`config.mk`:
```
export PLATFORM = sky130hd
export DESIGN_NAME = sync_fifo_flags
export DESIGN_NICKNAME = d
export VERILOG_FILES = /design/src/rtl/sync_fifo_flags.sv
export SDC_FILE = /design/constraint.sdc
export NUM_CORES = 1
export LEC_CHECK = 0
export CAP_MARGIN = 20
export CORE_UTILIZATION = 44
export CTS_CLUSTER_DIAMETER = 50
export CTS_CLUSTER_SIZE = 16
export DETAILED_ROUTE_END_ITERATION = 7
export GPL_TIMING_DRIVEN = 0
export PLACE_DENSITY = 0.66
export SLEW_MARGIN = 0
export SYNTH_ARGS = -nofsm -noshare
export SYNTH_HDL_FRONTEND = slang
export SYNTH_SLANG_ARGS = --single-unit
```
`constraint.sdc`:
```
create_clock -name clk -period 2.8 [get_ports clk]
set_clock_uncertainty 0.1 [all_clocks]
set_input_delay 0.56 -clock clk [delete_from_list [all_inputs] [get_ports clk]]
set_output_delay 0.56 -clock clk [all_outputs]
set_load 0.05 [all_outputs]
```
`src/rtl/sync_fifo_flags.sv`:
```
// Parametrised single-clock FIFO with occupancy level, programmable
// almost-full/almost-empty thresholds, synchronous flush, sticky error
// flags and a choice of first-word-fall-through or registered read port.
module sync_fifo_flags #(
    parameter int BITS       = 12,
    parameter int ADDR_WIDTH = 3,
    parameter int WORD_DEPTH = 8,
    parameter int AF_LEVEL   = 6,
    parameter int AE_LEVEL   = 2,
    parameter int FWFT       = 1
) (
    input  logic                  clk,
    input  logic                  rst_n,
    input  logic                  flush,
    input  logic                  write,
    input  logic [BITS-1:0]       data_in,
    input  logic                  read,
    output logic [BITS-1:0]       data_out,
    output logic                  data_valid,
    output logic                  ready,
    output logic                  full,
    output logic                  almost_full,
    output logic                  almost_empty,
    output logic [ADDR_WIDTH:0]   level,
    output logic                  overflow_err,
    output logic                  underflow_err,
    input  logic                  err_clr
);

    localparam int DEPTH = 1 << ADDR_WIDTH;
    localparam logic [ADDR_WIDTH:0] FULL_LVL = (ADDR_WIDTH + 1)'(DEPTH);
    localparam logic [ADDR_WIDTH:0] AF_LVL   = (ADDR_WIDTH + 1)'(AF_LEVEL);
    localparam logic [ADDR_WIDTH:0] AE_LVL   = (ADDR_WIDTH + 1)'(AE_LEVEL);

    // WORD_DEPTH survives only for drop-in compatibility; it must agree
    // with the depth implied by ADDR_WIDTH, and the thresholds must be in range.
    if (WORD_DEPTH != DEPTH || AF_LEVEL < 1 || AF_LEVEL > DEPTH ||
        AE_LEVEL < 0 || AE_LEVEL > DEPTH - 1) begin : g_param_err
        $error("sync_fifo_flags: inconsistent depth or threshold parameters");
    end

    logic [BITS-1:0]     mem [DEPTH];
    logic [ADDR_WIDTH:0] wr_ptr;
    logic [ADDR_WIDTH:0] rd_ptr;
    logic [ADDR_WIDTH:0] level_q;
    logic [BITS-1:0]     head;
    logic                rd_ok;
    logic                wr_ok;
    logic                ovf_set;
    logic                udf_set;
    logic                ovf_q;
    logic                udf_q;

    // Handshake: a pop is taken whenever read is high and the FIFO holds a
    // word (rd_ok); a push is taken whenever write is high and there is room,
    // where a same-cycle pop frees room on a full FIFO (wr_ok). A push and pop
    // on an empty FIFO never bypass: the push lands, the pop is refused.
    // Flush swallows both requests and raises no error for them.
    assign ready        = (level_q != '0);
    assign full         = (level_q == FULL_LVL);
    assign almost_full  = (level_q >= AF_LVL);
    assign almost_empty = (level_q <= AE_LVL);
    assign level        = level_q;

    assign rd_ok   = read & ready;
    assign wr_ok   = write & (~full | rd_ok);
    assign ovf_set = ~flush & write & ~wr_ok;
    assign udf_set = ~flush & read & ~ready;
    assign head    = mem[rd_ptr[ADDR_WIDTH-1:0]];

    assign overflow_err  = ovf_q;
    assign underflow_err = udf_q;

    // Storage write; contents are deliberately left out of reset.
    always_ff @(posedge clk) begin
        if (rst_n && !flush && wr_ok) begin
            mem[wr_ptr[ADDR_WIDTH-1:0]] <= data_in;
        end
    end

    // Pointers (with wrap bit) and the occupancy counter.
    always_ff @(posedge clk) begin
        if (!rst_n || flush) begin
            wr_ptr  <= '0;
            rd_ptr  <= '0;
            level_q <= '0;
        end else begin
            if (wr_ok) wr_ptr <= wr_ptr + 1'b1;
            if (rd_ok) rd_ptr <= rd_ptr + 1'b1;
            if (wr_ok && !rd_ok)      level_q <= level_q + 1'b1;
            else if (rd_ok && !wr_ok) level_q <= level_q - 1'b1;
        end
    end

    // Sticky error flags; a new error in the clearing cycle wins.
    always_ff @(posedge clk) begin
        if (!rst_n) begin
            ovf_q <= 1'b0;
            udf_q <= 1'b0;
        end else begin
            if (ovf_set)      ovf_q <= 1'b1;
            else if (err_clr) ovf_q <= 1'b0;
            if (udf_set)      udf_q <= 1'b1;
            else if (err_clr) udf_q <= 1'b0;
        end
    end

    if (FWFT != 0) begin : g_fwft
        // Head word is presented directly; zeroed while empty.
        always_comb begin
            data_out   = ready ? head : '0;
            data_valid = ready;
        end
    end else begin : g_reg_read
        logic [BITS-1:0] dout_q;
        logic            dvalid_q;

        // Registered read: capture the head on each pop, pulse valid once.
        always_ff @(posedge clk) begin
            if (!rst_n) begin
                dout_q   <= '0;
                dvalid_q <= 1'b0;
            end else if (flush) begin
                dvalid_q <= 1'b0;
            end else begin
                dvalid_q <= rd_ok;
                if (rd_ok) dout_q <= head;
            end
        end

        assign data_out   = dout_q;
        assign data_valid = dvalid_q;
    end

endmodule
```
Yosys cells after proc, flatten, opt, wreduce, memory -nomap -nowiden
Memories as Yosys holds them, arrays and structs flattened. A register that Yosys moved wholly into a read port is not among the register bits.
Index checks and enable logic that the tools add are counted.
{"block": "classes", "add_sub_neg": 4, "order_cmp": 2, "eq_ne": 1, "n_mux": 10, "bitwise_logic": 11, "n_reduce_logical": 13}
{"op": "adder 4 x 1 -> 4 bit, second input constant", "n": 3}
{"op": "2-to-1 mux 12 bit", "n": 1}
{"op": "2-to-1 mux 4 bit", "n": 2}
{"op": "bitwise AND 1 bit", "n": 6}
{"op": "2-to-1 mux 3 bit", "n": 2}
{"op": "nonzero test 2 bit", "n": 3}
{"op": "2-to-1 mux 1 bit", "n": 5}
{"op": "equality test 4 bit, second input constant", "n": 1}
{"op": ">= comparator 4 x 3 -> 1 bit, second input constant", "n": 1}
{"op": "less-or-equal comparator 4 x 2 -> 1 bit, second input constant", "n": 1}
{"op": "logical AND 1 bit", "n": 4}
{"op": "logical NOT 1 bit", "n": 4}
{"op": "NOT 1 bit", "n": 4}
{"op": "nonzero test 4 bit", "n": 1}
{"op": "subtractor 4 x 1 -> 4 bit, second input constant", "n": 1}
{"op": "logical OR 1 bit", "n": 1}
{"op": "OR 1 bit", "n": 1}
{"block": "totals", "reg_bits": 14, "ram_bits": 96, "in_bits": 18, "wordCells": 47, "mem_count": 1}
{"memory": "mem", "words": 8, "word_bits": 12, "read_ports": 1, "rd_ports_with_merged_regs": 1, "wr": 1, "line": "42", "rtl": "logic [BITS-1:0] mem [DEPTH];"}

Logic depth before layout (Yosys ltp)
{"block": "logic_depth", "word_depth": 8, "depth_mapped": 10, "ltp_nobuf": 10}

Worst setup path before layout
Ideal clock, no wire load.
{"block": "synth_timing", "kind": "reg2reg", "startpoint": "reg level_q[3] (netlist: level[3])", "endpoint": "reg level_q[3] (netlist: level[3])", "setup_time_ns": 0.116, "arrival_time_ns": 2.691, "path_slack_ns": -0.107, "stages_incl_launch_ff": 11, "n_path_buf": 0, "period_less_slack_ns": 2.907, "cell_sequence": "dfxtp_1 or4b_4 o21ai_4 inv_2 ha_1 inv_1 ha_1 a21oi_1 a211o_1 a211oi_1 a31o_2"}
{"block": "synth_between", "elab_chain_len": 7}
{"element": "from (decl)", "line": "45", "rtl": "logic [ADDR_WIDTH:0] level_q;"}
{"element": "from (signal assigned)", "line": "90", "rtl": "if (wr_ok && !rd_ok) level_q <= level_q + 1'b1;"}
{"element": "from (signal assigned)", "line": "91", "rtl": "else if (rd_ok && !wr_ok) level_q <= level_q - 1'b1;"}
{"element": "nonzero test 4 bit / equality test 4 bit (equally long branches)", "line": "59, 60"}
{"element": "bitwise AND 1 bit / NOT 1 bit (equally long branches)", "line": "65, 66"}
{"element": "OR 1 bit", "line": "66", "rtl": "assign wr_ok = write & (~full | rd_ok);"}
{"element": "bitwise AND 1 bit", "line": "66"}
{"element": "logical NOT 1 bit", "line": "91"}
{"element": "logical AND 1 bit", "line": "91"}
{"element": "nonzero test 2 bit (no line)"}
Several ways; a longest one is shown, not always the timed one. The select of a mux whose other input is x is not followed.
A chain may end at the register's enable or synchronous reset.

==> results_dict.tcl <==
set metrics [dict create \
    detail-route-antenna-nets 0 \
    wl_um 8220 \
    cts-buffers-inserted 9 \
    peakVddDrop_mv 0.324 \
    tightest_slew_ns 0.715 \
    io-pin-count 41 \
    async_flop_share_pct 0 \
    cp-start-kind "flip-flop" \
    rows 36 \
    die_y_um 102 \
    io_buffers 40 \
    ys_types 39 \
    nFillCells 788 \
    setup_viol 0 \
    required_ns 2.14 \
    htree_levels 3 \
    min_from "underflow_err$_SDFFE_PN0P_" \
    final_max_slew_viol_count 0 \
    hpwl_um 5520 \
    drtIter0Drc 105 \
    power.total_mw 3.40 \
    hold_path_class "flip-flop to flip-flop" \
    die_area_sq_um 10500 \
    path_class "flip-flop to output port" \
    layout-drive-gt1-share_pct 28.7 \
    p_per_area_nw_per_um2 643 \
    final_cells 436 \
    drv_cap 0 \
    syn_area_sq_um 4430 \
    drt-pass1-iter-count 4 \
    reg2reg_from "level[0]$_SDFFE_PP0P_" \
    hold_violations 0 \
    clk_latency_ns 0.38 \
    period_share_pct 97.0 \
    cts_tree "done" \
    place_inst 421 \
    static-leakage-power_nw 1.74 \
    fin_tns_setup_ns 0 \
    synth_ff_type "edfxtp_1" \
    grt_pass1_wl_um 12900 \
    synth-edff-count 96 \
    drc 0 \
    place.gp.congestion 0.750 \
    status "finished, final reports clean" \
    min_period_ns 2.72 \
    cts.clk_slew.worst_paths_ns 0.11 \
    cts-root-buf "clkbuf_8" \
    slew_headroom_pct 52.2 \
    clk_path_buf_depth 2 \
    viasPerCell 5.20 \
    rsz0062_at_grt "true" \
    fmax_mhz 368 \
    grt_start_max_net_pins 22 \
    area_delta_synth_final_pct 19.3 \
    worstHoldEndpoint "underflow_err$_SDFFE_PN0P_" \
    ys_warn_count 0 \
    ys_ff_latch 111 \
    cp-end-kind "output port" \
    path_max_fanout 10 \
    min_path_cells 2 \
    seq_area_frac_synth_pct 71.8 \
    antenna_found_initial 0 \
    crit_arrival_ns 2.06 \
    grt_use_total_pct 17.5 \
    core_area_sq_um 9770 \
    post_drt_wl_per_cell_um 18.8 \
    synth.avg_cell_area_sq_um 18.5 \
    vias 2266 \
    syn-num-nets 264 \
    initial_utilization_pct 45.3 \
    r2r_cells 10 \
    grt_pass1_vias 2345 \
    postCtsSetupRepairBufs 0 \
    nets 322 \
    reg2reg_slack_ns 0.12 \
    cts.sinks 111 \
    reg2reg_to "level[3]$_SDFFE_PP0P_" \
    die-width_um 102 \
    overflow 0 \
    diodes 0 \
    syn_inst 240 \
]
cells in the mapped netlist (all sizes together), types with 2 or more instances:
library cell   n  area, sq um
nor3           2         10.0
nor2b          2         12.5
nand2b         4         25.0
buf            8         48.8
clkbuf         3         11.3
nand2          6         25.0
xor2           4         35.0
edfxtp        96         2880
inv            4         15.0
mux4          24          541
nand3          6         35.0
nor2          27          101
ha             5         62.6
dfxtp         15          300
a211oi         2         15.0
a21oi          4         23.8
mux2i         13          130
layout by cell type (no fill, tap or decap), types with 2 or more instances in the layout:
cell type / instances
nor3_2: 2
nand3_1: 5
clkbuf_1: 2
a21oi_1: 2
nor2_1: 27
mux2i_1: 13
inv_2: 3
clkdlybuf4s50_1: 25
clkbuf_8: 9
buf_2: 11
buf_12: 2
buf_6: 7
xor2_1: 4
buf_4: 5
ha_1: 5
edfxtp_1: 96
dlygate4sd2_1: 3
mux4_2: 24
a21oi_2: 2
inv_6: 2
nand2b_1: 4
nor2b_1: 2
inv_8: 3
dfxtp_1: 12
dfxtp_2: 2
nand2_1: 5
critical path: stages (launching register included):
cell and delay [ns]:
dfxtp_1 0.34, buf_6 0.15, buf_12 0.17, mux4_2 0.52, mux2i_1 0.21, nor2_1 0.06
clkbuf_4 0.22
worst max-delay path by stage:
stage	start	to	slack, ns
3_3_place_gp	read	mem[1][6]$_DFFE_PP_	-0.87
4_1_cts	flip-flop	data_out[8]	-0.06
2_1_floorplan	level[0]$_SDFFE_PP0P_	level[3]$_SDFFE_PP0P_	-0.07
6_report	flip-flop	data_out[3]	0.08
3_5_place_dp	level[0]$_SDFFE_PP0P_	data_out[8]	-0.32
5_1_grt	level[0]$_SDFFE_PP0P_	level[3]$_SDFFE_PP0P_	-0.03
metrics by stage:
step	hold WS, ns	cell area (sq um)	worst slack, ns	utilization [%]
after CTS	0.397	5270	-0.0606	53.9
final	0.390	5290	0.0847	54.1
after floorplan	0.354	4440	-0.0682	-
after global placement	0.368	5000	-0.871	51.2
after detailed placement	0.376	5090	-0.317	52.1
after global routing	0.426	5290	-0.0280	54.1
area by class of cell:
class | instances | area (sq um) | share of cell area, %
inverter | 4 | 15.0 | 0.284
clock buffer | 9 | 124 | 2.34
timing repair buffer | 48 | 422 | 7.97
sequential | 111 | 3190 | 60.3
multi-input combinational | 114 | 1200 | 22.7
tap | 133 | 166 | 3.15
clock inverter | 7 | 72.6 | 1.37
buffer | 10 | 97.6 | 1.85
what timing repair did:
item	4_1_cts	5_1_grt
resized for setup	73	10
hold buffers	0	0
endpoints found under the setup margin	16	8
metal layers:
| layer | vias up | GRT usage (%) | wire length, um |
|---|---|---|---|
| met2 | 53 | 28.4 | 4140 |
| met3 | 13 | 4.65 | 313 |
| met1 | 1145 | 22.6 | 3600 |
| li1 | 1055 | - | - |
| met5 | - | 0 | 0 |
| met4 | 0 | 6.70 | 165 |
power breakdown:
group          switching, mW  internal [mW]
combinational          0.412          0.205
sequential            0.0245           1.81
clock                  0.591          0.355
total                   1.03           2.37
registers in the layout, summed over array words and instances, names as in the netlist, named ones only:
register	flops
mem	96
underflow_err	1
wr_ptr	3
rd_ptr	3
overflow_err	1
level	4
cells by family after synthesis:
kind of cell | after synthesis | synth area share, %
adder cells (fa/ha/maj) | 6 | 1.86
AO/OA/AOI/OAI | 13 | 2.43
flip-flops | 111 | 71.8
XOR/XNOR | 5 | 0.988
AND/OR/NAND/NOR | 53 | 6.07
multiplexers | 37 | 15.1
buffers and inverters | 15 | 1.69
Note: power is estimated with default switching activity, not from simulation.
